`src/rtl/alu_sequencer.sv`:
```
// Sequencer that feeds one operation at a time to an external 64-bit-result ALU,
// grants it a fixed number of cycles, then captures the result into z_hi/z_lo.
module alu_sequencer #(
  parameter int unsigned MUL_CYCLES = 4,
  parameter int unsigned DIV_CYCLES = 8
) (
  input  logic        clock,
  input  logic        clear,
  input  logic        start,
  output logic        ready,
  input  logic [4:0]  opcode,
  input  logic [31:0] a_in,
  input  logic [31:0] b_in,
  output logic [31:0] alu_a,
  output logic [31:0] alu_b,
  output logic [4:0]  alu_op,
  input  logic [63:0] alu_c,
  output logic [31:0] z_hi,
  output logic [31:0] z_lo,
  output logic        done,
  output logic        err,
  output logic [1:0]  dbg_state
);

  typedef enum logic [1:0] {
    S_IDLE = 2'd0,
    S_EXEC = 2'd1,
    S_DONE = 2'd2
  } state_t;

  localparam logic [4:0] OP_ADD  = 5'b00011;
  localparam logic [4:0] OP_SUB  = 5'b00100;
  localparam logic [4:0] OP_SHR  = 5'b00101;
  localparam logic [4:0] OP_SHRA = 5'b00110;
  localparam logic [4:0] OP_SHL  = 5'b00111;
  localparam logic [4:0] OP_ROR  = 5'b01000;
  localparam logic [4:0] OP_ROL  = 5'b01001;
  localparam logic [4:0] OP_AND  = 5'b01010;
  localparam logic [4:0] OP_OR   = 5'b01011;
  localparam logic [4:0] OP_MUL  = 5'b01111;
  localparam logic [4:0] OP_DIV  = 5'b10000;
  localparam logic [4:0] OP_NEG  = 5'b10001;
  localparam logic [4:0] OP_NOT  = 5'b10010;

  localparam logic [5:0] MUL_LOAD = 6'(MUL_CYCLES);
  localparam logic [5:0] DIV_LOAD = 6'(DIV_CYCLES);

  state_t      r_state;
  logic [5:0]  r_count;
  logic [31:0] r_alu_a;
  logic [31:0] r_alu_b;
  logic [4:0]  r_alu_op;
  logic [31:0] r_z_hi;
  logic [31:0] r_z_lo;
  logic        r_done;
  logic        r_err;
  logic        r_ready;

  logic        w_legal;
  logic        w_div_zero;
  logic        w_fail;
  logic [5:0]  w_load;

  always_comb begin
    w_legal = 1'b0;
    case (opcode)
      OP_ADD, OP_SUB, OP_SHR, OP_SHRA, OP_SHL, OP_ROR, OP_ROL,
      OP_AND, OP_OR, OP_MUL, OP_DIV, OP_NEG, OP_NOT: w_legal = 1'b1;
      default:                                       w_legal = 1'b0;
    endcase
    w_div_zero = (opcode == OP_DIV) && (b_in == 32'd0);
    w_fail     = !w_legal || w_div_zero;
    if (opcode == OP_MUL)      w_load = MUL_LOAD;
    else if (opcode == OP_DIV) w_load = DIV_LOAD;
    else                       w_load = 6'd1;
  end

  // Handshake: start is accepted on a rising edge only while ready=1 (IDLE);
  // the operands are sampled at that edge and never need to be held afterwards.
  always_ff @(posedge clock or negedge clear) begin
    if (!clear) begin
      r_state  <= S_IDLE;
      r_count  <= 6'd0;
      r_alu_a  <= 32'd0;
      r_alu_b  <= 32'd0;
      r_alu_op <= 5'd0;
      r_z_hi   <= 32'd0;
      r_z_lo   <= 32'd0;
      r_done   <= 1'b0;
      r_err    <= 1'b0;
      r_ready  <= 1'b1;
    end else begin
      case (r_state)
        S_IDLE: begin
          r_done <= 1'b0;
          if (start) begin
            r_alu_a  <= a_in;
            r_alu_b  <= b_in;
            r_alu_op <= opcode;
            r_ready  <= 1'b0;
            if (w_fail) begin
              // Rejected operations go straight to DONE and keep the old result.
              r_err   <= 1'b1;
              r_count <= 6'd0;
              r_done  <= 1'b1;
              r_state <= S_DONE;
            end else begin
              r_err   <= 1'b0;
              r_count <= w_load;
              r_state <= S_EXEC;
            end
          end
        end
        S_EXEC: begin
          r_count <= r_count - 6'd1;
          if (r_count == 6'd1) begin
            r_z_hi  <= alu_c[63:32];
            r_z_lo  <= alu_c[31:0];
            r_done  <= 1'b1;
            r_state <= S_DONE;
          end
        end
        S_DONE: begin
          r_done  <= 1'b0;
          r_ready <= 1'b1;
          r_state <= S_IDLE;
        end
        default: begin
          r_done  <= 1'b0;
          r_ready <= 1'b1;
          r_state <= S_IDLE;
        end
      endcase
    end
  end

  assign ready     = r_ready;
  assign alu_a     = r_alu_a;
  assign alu_b     = r_alu_b;
  assign alu_op    = r_alu_op;
  assign z_hi      = r_z_hi;
  assign z_lo      = r_z_lo;
  assign done      = r_done;
  assign err       = r_err;
  assign dbg_state = r_state;

endmodule

```
`config.mk`:
```
export PLATFORM = sky130hd
export DESIGN_NAME = alu_sequencer
export DESIGN_NICKNAME = d
export VERILOG_FILES = /design/src/rtl/alu_sequencer.sv
export SDC_FILE = /design/constraint.sdc
export NUM_CORES = 1
export LEC_CHECK = 0
export ABC_AREA = 1
export CAP_MARGIN = 5
export CORE_UTILIZATION = 37
export DETAILED_ROUTE_END_ITERATION = 8
export PLACE_DENSITY = 0.79
export REMOVE_ABC_BUFFERS = 1
export SETUP_SLACK_MARGIN = 0.02
export SLEW_MARGIN = 20
export SYNTH_ARGS = -nofsm -noshare
export SYNTH_HDL_FRONTEND = slang
export SYNTH_SLANG_ARGS = --single-unit
```
`constraint.sdc`:
```
create_clock -name clock -period 2 [get_ports clock]
set_input_delay 0.4 -clock clock [delete_from_list [all_inputs] [get_ports clock]]
set_output_delay 0.4 -clock clock [all_outputs]
set_load 0.02 [all_outputs]
```
==> qor.yml, run 1 <==
clk_pin_slew_worst_paths_ns: 0.06
synth_edf_count: 0
pwr-share-seq_pct: 32.2
cp_max_fo: 4
die_h_um: 127
cts_tree: "yes"
dpl.hpwl_mm: 11.9
worstMarginPinSlew_ns: 0.422
min_period_ns: 1.87
synth_flop_cell: "dfrtp_1"
fillers: 1246
stdcell_area_mm2: 0.00936
yosysTopAreaCellShare_pct: 62.3
drive_gt1_share_pct: 5.20
place_congestion: 0.849
yosys.area.top_type: "dfrtp_1"
grt_start_max_net_pins: 76
cap_viol_max_count: 0
antenna_found_initial: 0
netlist_instances: 673
power.total_mw: 16.0
end_kind: "primary output"
async_reset_ff_share_pct: 100
clkPwrFrac_pct: 21.6
cts_buffers: 17
chipWidth_um: 127
grt_pass1_vias: 5181
cpLargestDelayFamily: "buffers and inverters"
routed_wl_mm: 16.5
place_area_mm2: 0.00871
cp_num_buf_inv: 1
synthTopCellsByCount: "413 x nand2_1, 143 x dfrtp_1, 32 x nor2_1"
cts_setup_buffers: 0
power_leakage_nw: 4.57
p_switching_mw: 6.05
dp_slack_ns: 0.212
initial_utilization_pct: 37.8
final_nets: 1086
grt_pass1_wl_mm: 26.3
timing.hold.ws_ns: 0.475
ios: 274
cts_max_level: 4
dr.pass1.iters: 4
final_antenna_net_count: 0
maxSlewHeadroom_pct: 71.9
status: "finished clean"
io_buffers: 273
path_class: "flop to primary output"
startpoint_type: "flop"
drc: 0
die_area_mm2: 0.0160
vias_per_cell: 4.49
syn_area_per_cell_um2: 8.54
setup_violations: 0
fmax_mhz: 535
synth-seq-area-share_pct: 62.7
cts_max_path_buffers: 2
ys_ff_latch: 144
rows: 45
p_comb_share_pct: 46.2
yosys_warnings: 0
clock_sinks: 144
final_util_pct: 61.6
cpMaxStageDelayCell: "clkdlybuf4s50_1"
antenna_cells: 0
synthToLayoutAreaGrowth_pct: 62.9
drt_iter0_drc: 259
rsz0062_at_grt: "false"
syn-cell-area_mm2: 0.00575
grt_usage_pct: 21.3
wl_per_cell_um: 14.3
arrival_ns: 1.47
yosysUniqueCellTypes: 23
yosysMostFrequentCell: "nand2_1"
insertion_delay_ns: 0.41
synth.area.top_cells: "dfrtp_1 62%, nand2_1 27%, nor2_1 2.1%"
finClkSkew_ns: 0.00809
swShare_pct: 37.7
period_share_pct: 93.4
grt_overflow: 0
ir_drop_mv: 0.930
slew_viol_final: 0
finalHoldViolations: 0
p_per_area_mw_per_mm2: 1710
num_vias: 5161
clockRootBuffer: "clkbuf_16"
core-area_mm2: 0.0152
setup_ws_ns: 0.131
power.internal_mw: 9.98
path_cells: "clkdlybuf4s50_1"
worstHoldPathType: "flop to flop"
slowest_delay_ns: 0.63
crit_required_ns: 1.60
-- logic make-up (layout without fill, tap and decap cells) --
logic type                 count (synthesis)  in the layout  synth area share (%)
DFF                                      144            144                  62.7
adders and majority gates                  2              2                 0.435
buffers and inverters                     49            337                  4.29
xor gates and xnor gates                   1              1                 0.152
and+or+nand+nor                          457            457                  30.6
AOI/OAI and AO/OA                         20             20                  1.85
-- sequential cells by signal, summed over array words and instances, names as in the netlist --
name       cells
alu_a         32
alu_b         32
alu_op         5
dbg_state      2
done           1
err            1
r_count        6
ready          1
z_hi          32
z_lo          32
-- cells in the final DEF (no fill, tap or decap), drive strengths merged --
master / count
a21oi: 4
a31oi: 1
buf: 12
bufinv: 5
clkbuf: 19
clkdlybuf4s50: 271
clkinv: 3
clkinvlp: 4
dfrtp: 143
dfstp: 1
dlygate4sd3: 1
dlymetal6s2s: 1
ha: 2
inv: 21
nand2: 413
nand3: 4
nand4: 5
nor2: 33
nor3: 1
nor3b: 1
o21ai: 12
o22ai: 2
o31ai: 1
xor2: 1
-- routing by layer --
metal	vias up	track usage, %	routed length, um
met3	23	6.16	830
met5	-	0	0
met2	153	36.1	8330
met1	2394	25.9	6970
met4	0	7.80	327
li1	2591	-	-
-- area by class of cell --
cell class,instances,area (um^2),share of cell area (%)
clock buffer,19,433,4.62
clock inverter,13,211,2.26
multi-input combinational,480,1900,20.3
inverter,20,75.1,0.802
timing repair buffer,285,2900,31.0
tap,188,235,2.51
sequential,144,3600,38.5
-- power by group through the flow --
stage	clock network [mW]	logic [mW]	registers [mW]
floorplan	0	1.84	6.84
global placement	0	7.36	5.13
detailed placement	0	7.46	5.17
CTS	3.52	7.48	5.18
global route	3.66	7.97	5.34
finish	3.46	7.40	5.17
-- what timing repair did --
action,in CTS,in global routing
hold endpoints to repair,35,0
resized for setup,0,1
hold buffers,1,0
setup endpoints to repair,0,1
-- worst paths after layout --
| path | startpoint | endpoint | slack, ns | cells past startpoint |
|---|---|---|---|---|
| setup / recovery | dbg_state[1]$_DFFE_PN0P_ | dbg_state[1] | 0.13 | 1 |
| min in group asynchronous | clear | z_lo[4]$_DFFE_PN0P_ | 0.48 | 2 |
| hold reg to reg | z_lo[9]$_DFFE_PN0P_ | z_lo[9]$_DFFE_PN0P_ | 0.47 | 2 |
| setup reg to reg | r_count[1]$_DFFE_PN0P_ | z_hi[20]$_DFFE_PN0P_ | 0.44 | 8 |
| max in group asynchronous | clear | ready$_DFFE_PN1P_ | 0.89 | 3 |
| hold / removal | z_lo[9]$_DFFE_PN0P_ | z_lo[9]$_DFFE_PN0P_ | 0.47 | 2 |
-- metrics by stage --
step                      instances  TNS [ns]
final                          1149         0
after global routing           1149         0
after CTS                      1149         0
after detailed placement       1116         0
after global placement         1116         0
after floorplan                 644   -116.71
No activity file was read; power rests on OpenSTA's default activity.
==> run 2, diff against run 1 <==
--- a/config.mk
+++ b/config.mk
@@ -9,10 +9,8 @@
 export CAP_MARGIN = 5
 export CORE_UTILIZATION = 37
 export DETAILED_ROUTE_END_ITERATION = 8
-export PLACE_DENSITY = 0.79
+export PLACE_DENSITY = 0.81
 export REMOVE_ABC_BUFFERS = 1
-export SETUP_SLACK_MARGIN = 0.02
-export SLEW_MARGIN = 20
 export SYNTH_ARGS = -nofsm -noshare
 export SYNTH_HDL_FRONTEND = slang
 export SYNTH_SLANG_ARGS = --single-unit
==> qor.yml, run 2 (synthesis gave the netlist of run 1 again) <==
timing.hold.ws_ns: 0.474  # -0.000802 ns
clock_sinks: 144  # unchanged
min_from: "z_lo[18]$_DFFE_PN0P_"
endpoint: "ready"
grt.busiest_layer: "met2"
power_leakage_nw: 4.54  # -0.66%
period_share_pct: 96.8  # +3.4 points
cts_max_level: 4  # unchanged
final_common_cell: "nand2_1"
vias_per_cell: 4.53  # +0.91%
clockRootBuffer: "clkbuf_16"
rsz0062_at_grt: "false"
ir_drop_mv: 0.797  # -14%
chipWidth_um: 127  # unchanged
final_antenna_net_count: 0  # unchanged
rows: 45  # unchanged
worstMarginPinSlew_ns: 0.479  # +0.0569 ns
drive_gt1_share_pct: 4.59  # -0.61 points
finClkSkew_ns: 0.00620  # -0.00189 ns
finalHoldViolations: 0  # unchanged
worstHoldPathType: "flop to flop"
startpoint_type: "flop"
insertion_delay_ns: 0.41  # about the same
initial_utilization_pct: 37.8  # unchanged
cpMaxStageDelayCell: "clkdlybuf4s50_1"
io_buffers: 273  # unchanged
grt_pass1_vias: 5156  # -0.48%
place_area_mm2: 0.00872  # +0.14%
path_cells: "clkdlybuf4s50_1"
synthToLayoutAreaGrowth_pct: 62.0
global_route.usage.met3_pct: 4.93  # -1.2 points
reg2regPathDepth: 8  # unchanged
place_congestion: 0.822  # -3.2%
clk_pin_slew_worst_paths_ns: 0.05  # about the same
stdcell_area_mm2: 0.00931  # -0.57%
die_h_um: 127  # unchanged
core-area_mm2: 0.0152  # unchanged
slew_viol_final: 0  # unchanged
slowest_delay_ns: 0.59  # -0.04 ns
worst_r2r_startpoint: "r_count[1]$_DFFE_PN0P_"
end_kind: "primary output"
routed_wl_mm: 16.7  # +1.4%
grt_use_met2_pct: 36.6  # +0.45 points
setup_violations: 0  # unchanged
antenna_cells: 0  # unchanged
grt_overflow: 0  # unchanged
r2r_end: "z_hi[19]$_DFFE_PN0P_"
dpl.hpwl_mm: 12.0  # +0.94%
cts_buffers: 17  # unchanged
min_period_ns: 1.94  # +0.0675 ns
dr.pass1.iters: 4  # unchanged
cts_tree: "yes"
grtUsageMet1_pct: 26.9  # +0.99 points
drc: 0  # unchanged
p_per_area_mw_per_mm2: 1690  # -1.2%
cp_max_fo: 2  # -2
cpLargestDelayFamily: "buffers and inverters"
path_class: "flop to primary output"
final_cell_mix: "412 x nand2_1, 272 x clkdlybuf4s50_1, 143 x dfrtp_1"
maxSlewHeadroom_pct: 68.1  # -3.8 points
grt_start_max_net_pins: 76  # unchanged
fmax_mhz: 517  # -3.5%
ios: 274  # unchanged
cts_setup_buffers: 0  # unchanged
arrival_ns: 1.54  # +0.07 ns
cts_max_path_buffers: 2  # unchanged
grt_pass1_wl_mm: 26.9  # +2.4%
crit_required_ns: 1.60  # about the same
wl_per_cell_um: 14.5  # +1.5%
antenna_found_initial: 0  # unchanged
worst-path-stages: 1  # unchanged
setup.worst_path.start: "ready$_DFFE_PN1P_"
cap_viol_max_count: 0  # unchanged
status: "finished clean"
grt_usage_pct: 21.9  # +0.54 points
reg2reg_slack_ns: 0.27  # -0.17 ns
final_nets: 1086  # unchanged
cp_num_buf_inv: 1  # unchanged
die_area_mm2: 0.0160  # unchanged
num_vias: 5199  # +0.74%
drt_iter0_drc: 300  # +16%
[run 2: stage by stage]
stage               total power [mW]  util, %  setup TNS (ns)  std cells  worst slack, ns
floorplan                       8.69        -         -116.71        644            -1.16
global placement                12.5     57.3               0       1116            0.247
detailed placement              12.6     57.3               0       1116            0.204
CTS                             15.9     61.2               0       1147           0.0415
global route                    16.7     61.2               0       1147           0.0119
finish                          15.7     61.2               0       1147           0.0639
[run 2: worst min path at each step]
stage                                end  slack, ns  depth (start not counted)
floorplan           alu_a[0]$_DFFE_PN0P_       0.10                          0
global placement    z_lo[16]$_DFFE_PN0P_       0.38                          1
detailed placement  z_hi[13]$_DFFE_PN0P_       0.37                          1
CTS                 z_hi[27]$_DFFE_PN0P_       0.48                          2
global route         z_lo[3]$_DFFE_PN0P_       0.49                          2
finish              z_lo[18]$_DFFE_PN0P_       0.47                          2
[run 2: report_power, final]
group          total [mW]  internal (mW)  switching (mW)
Combinational        7.40           3.39            4.01
Sequential           5.19           4.37           0.824
Clock                3.15           2.02            1.14
[run 2: layout make-up]
class                   count  area (um^2)
repair buffers            285         2910
flip-flops and latches    144         3600
well taps                 188          235
inverters                  20         75.1
clock buffers              25          475
clock inverters             5          105
fillers                  1310         5890
multi-input cells         480         1900
[run 2: worst min-delay path, cell delays in order (launching register included)]
cell     delay, ns
dfrtp_1       0.33
nand2_1       0.05
nand2_1       0.06
[run 2: what timing repair did]
| item | CTS | global route |
|---|---|---|
| gates resized for setup | 0 | 0 |
| endpoints found under the hold margin | 39 | 0 |
| hold buffers | 1 | 0 |
[run 2: routing by layer]
metal  up-vias  share of wire (%)
li1       2590                  -
met1      2425                 42
met4         0                3.1
met2       144                 51
met3        40                4.1
met5         -                  0
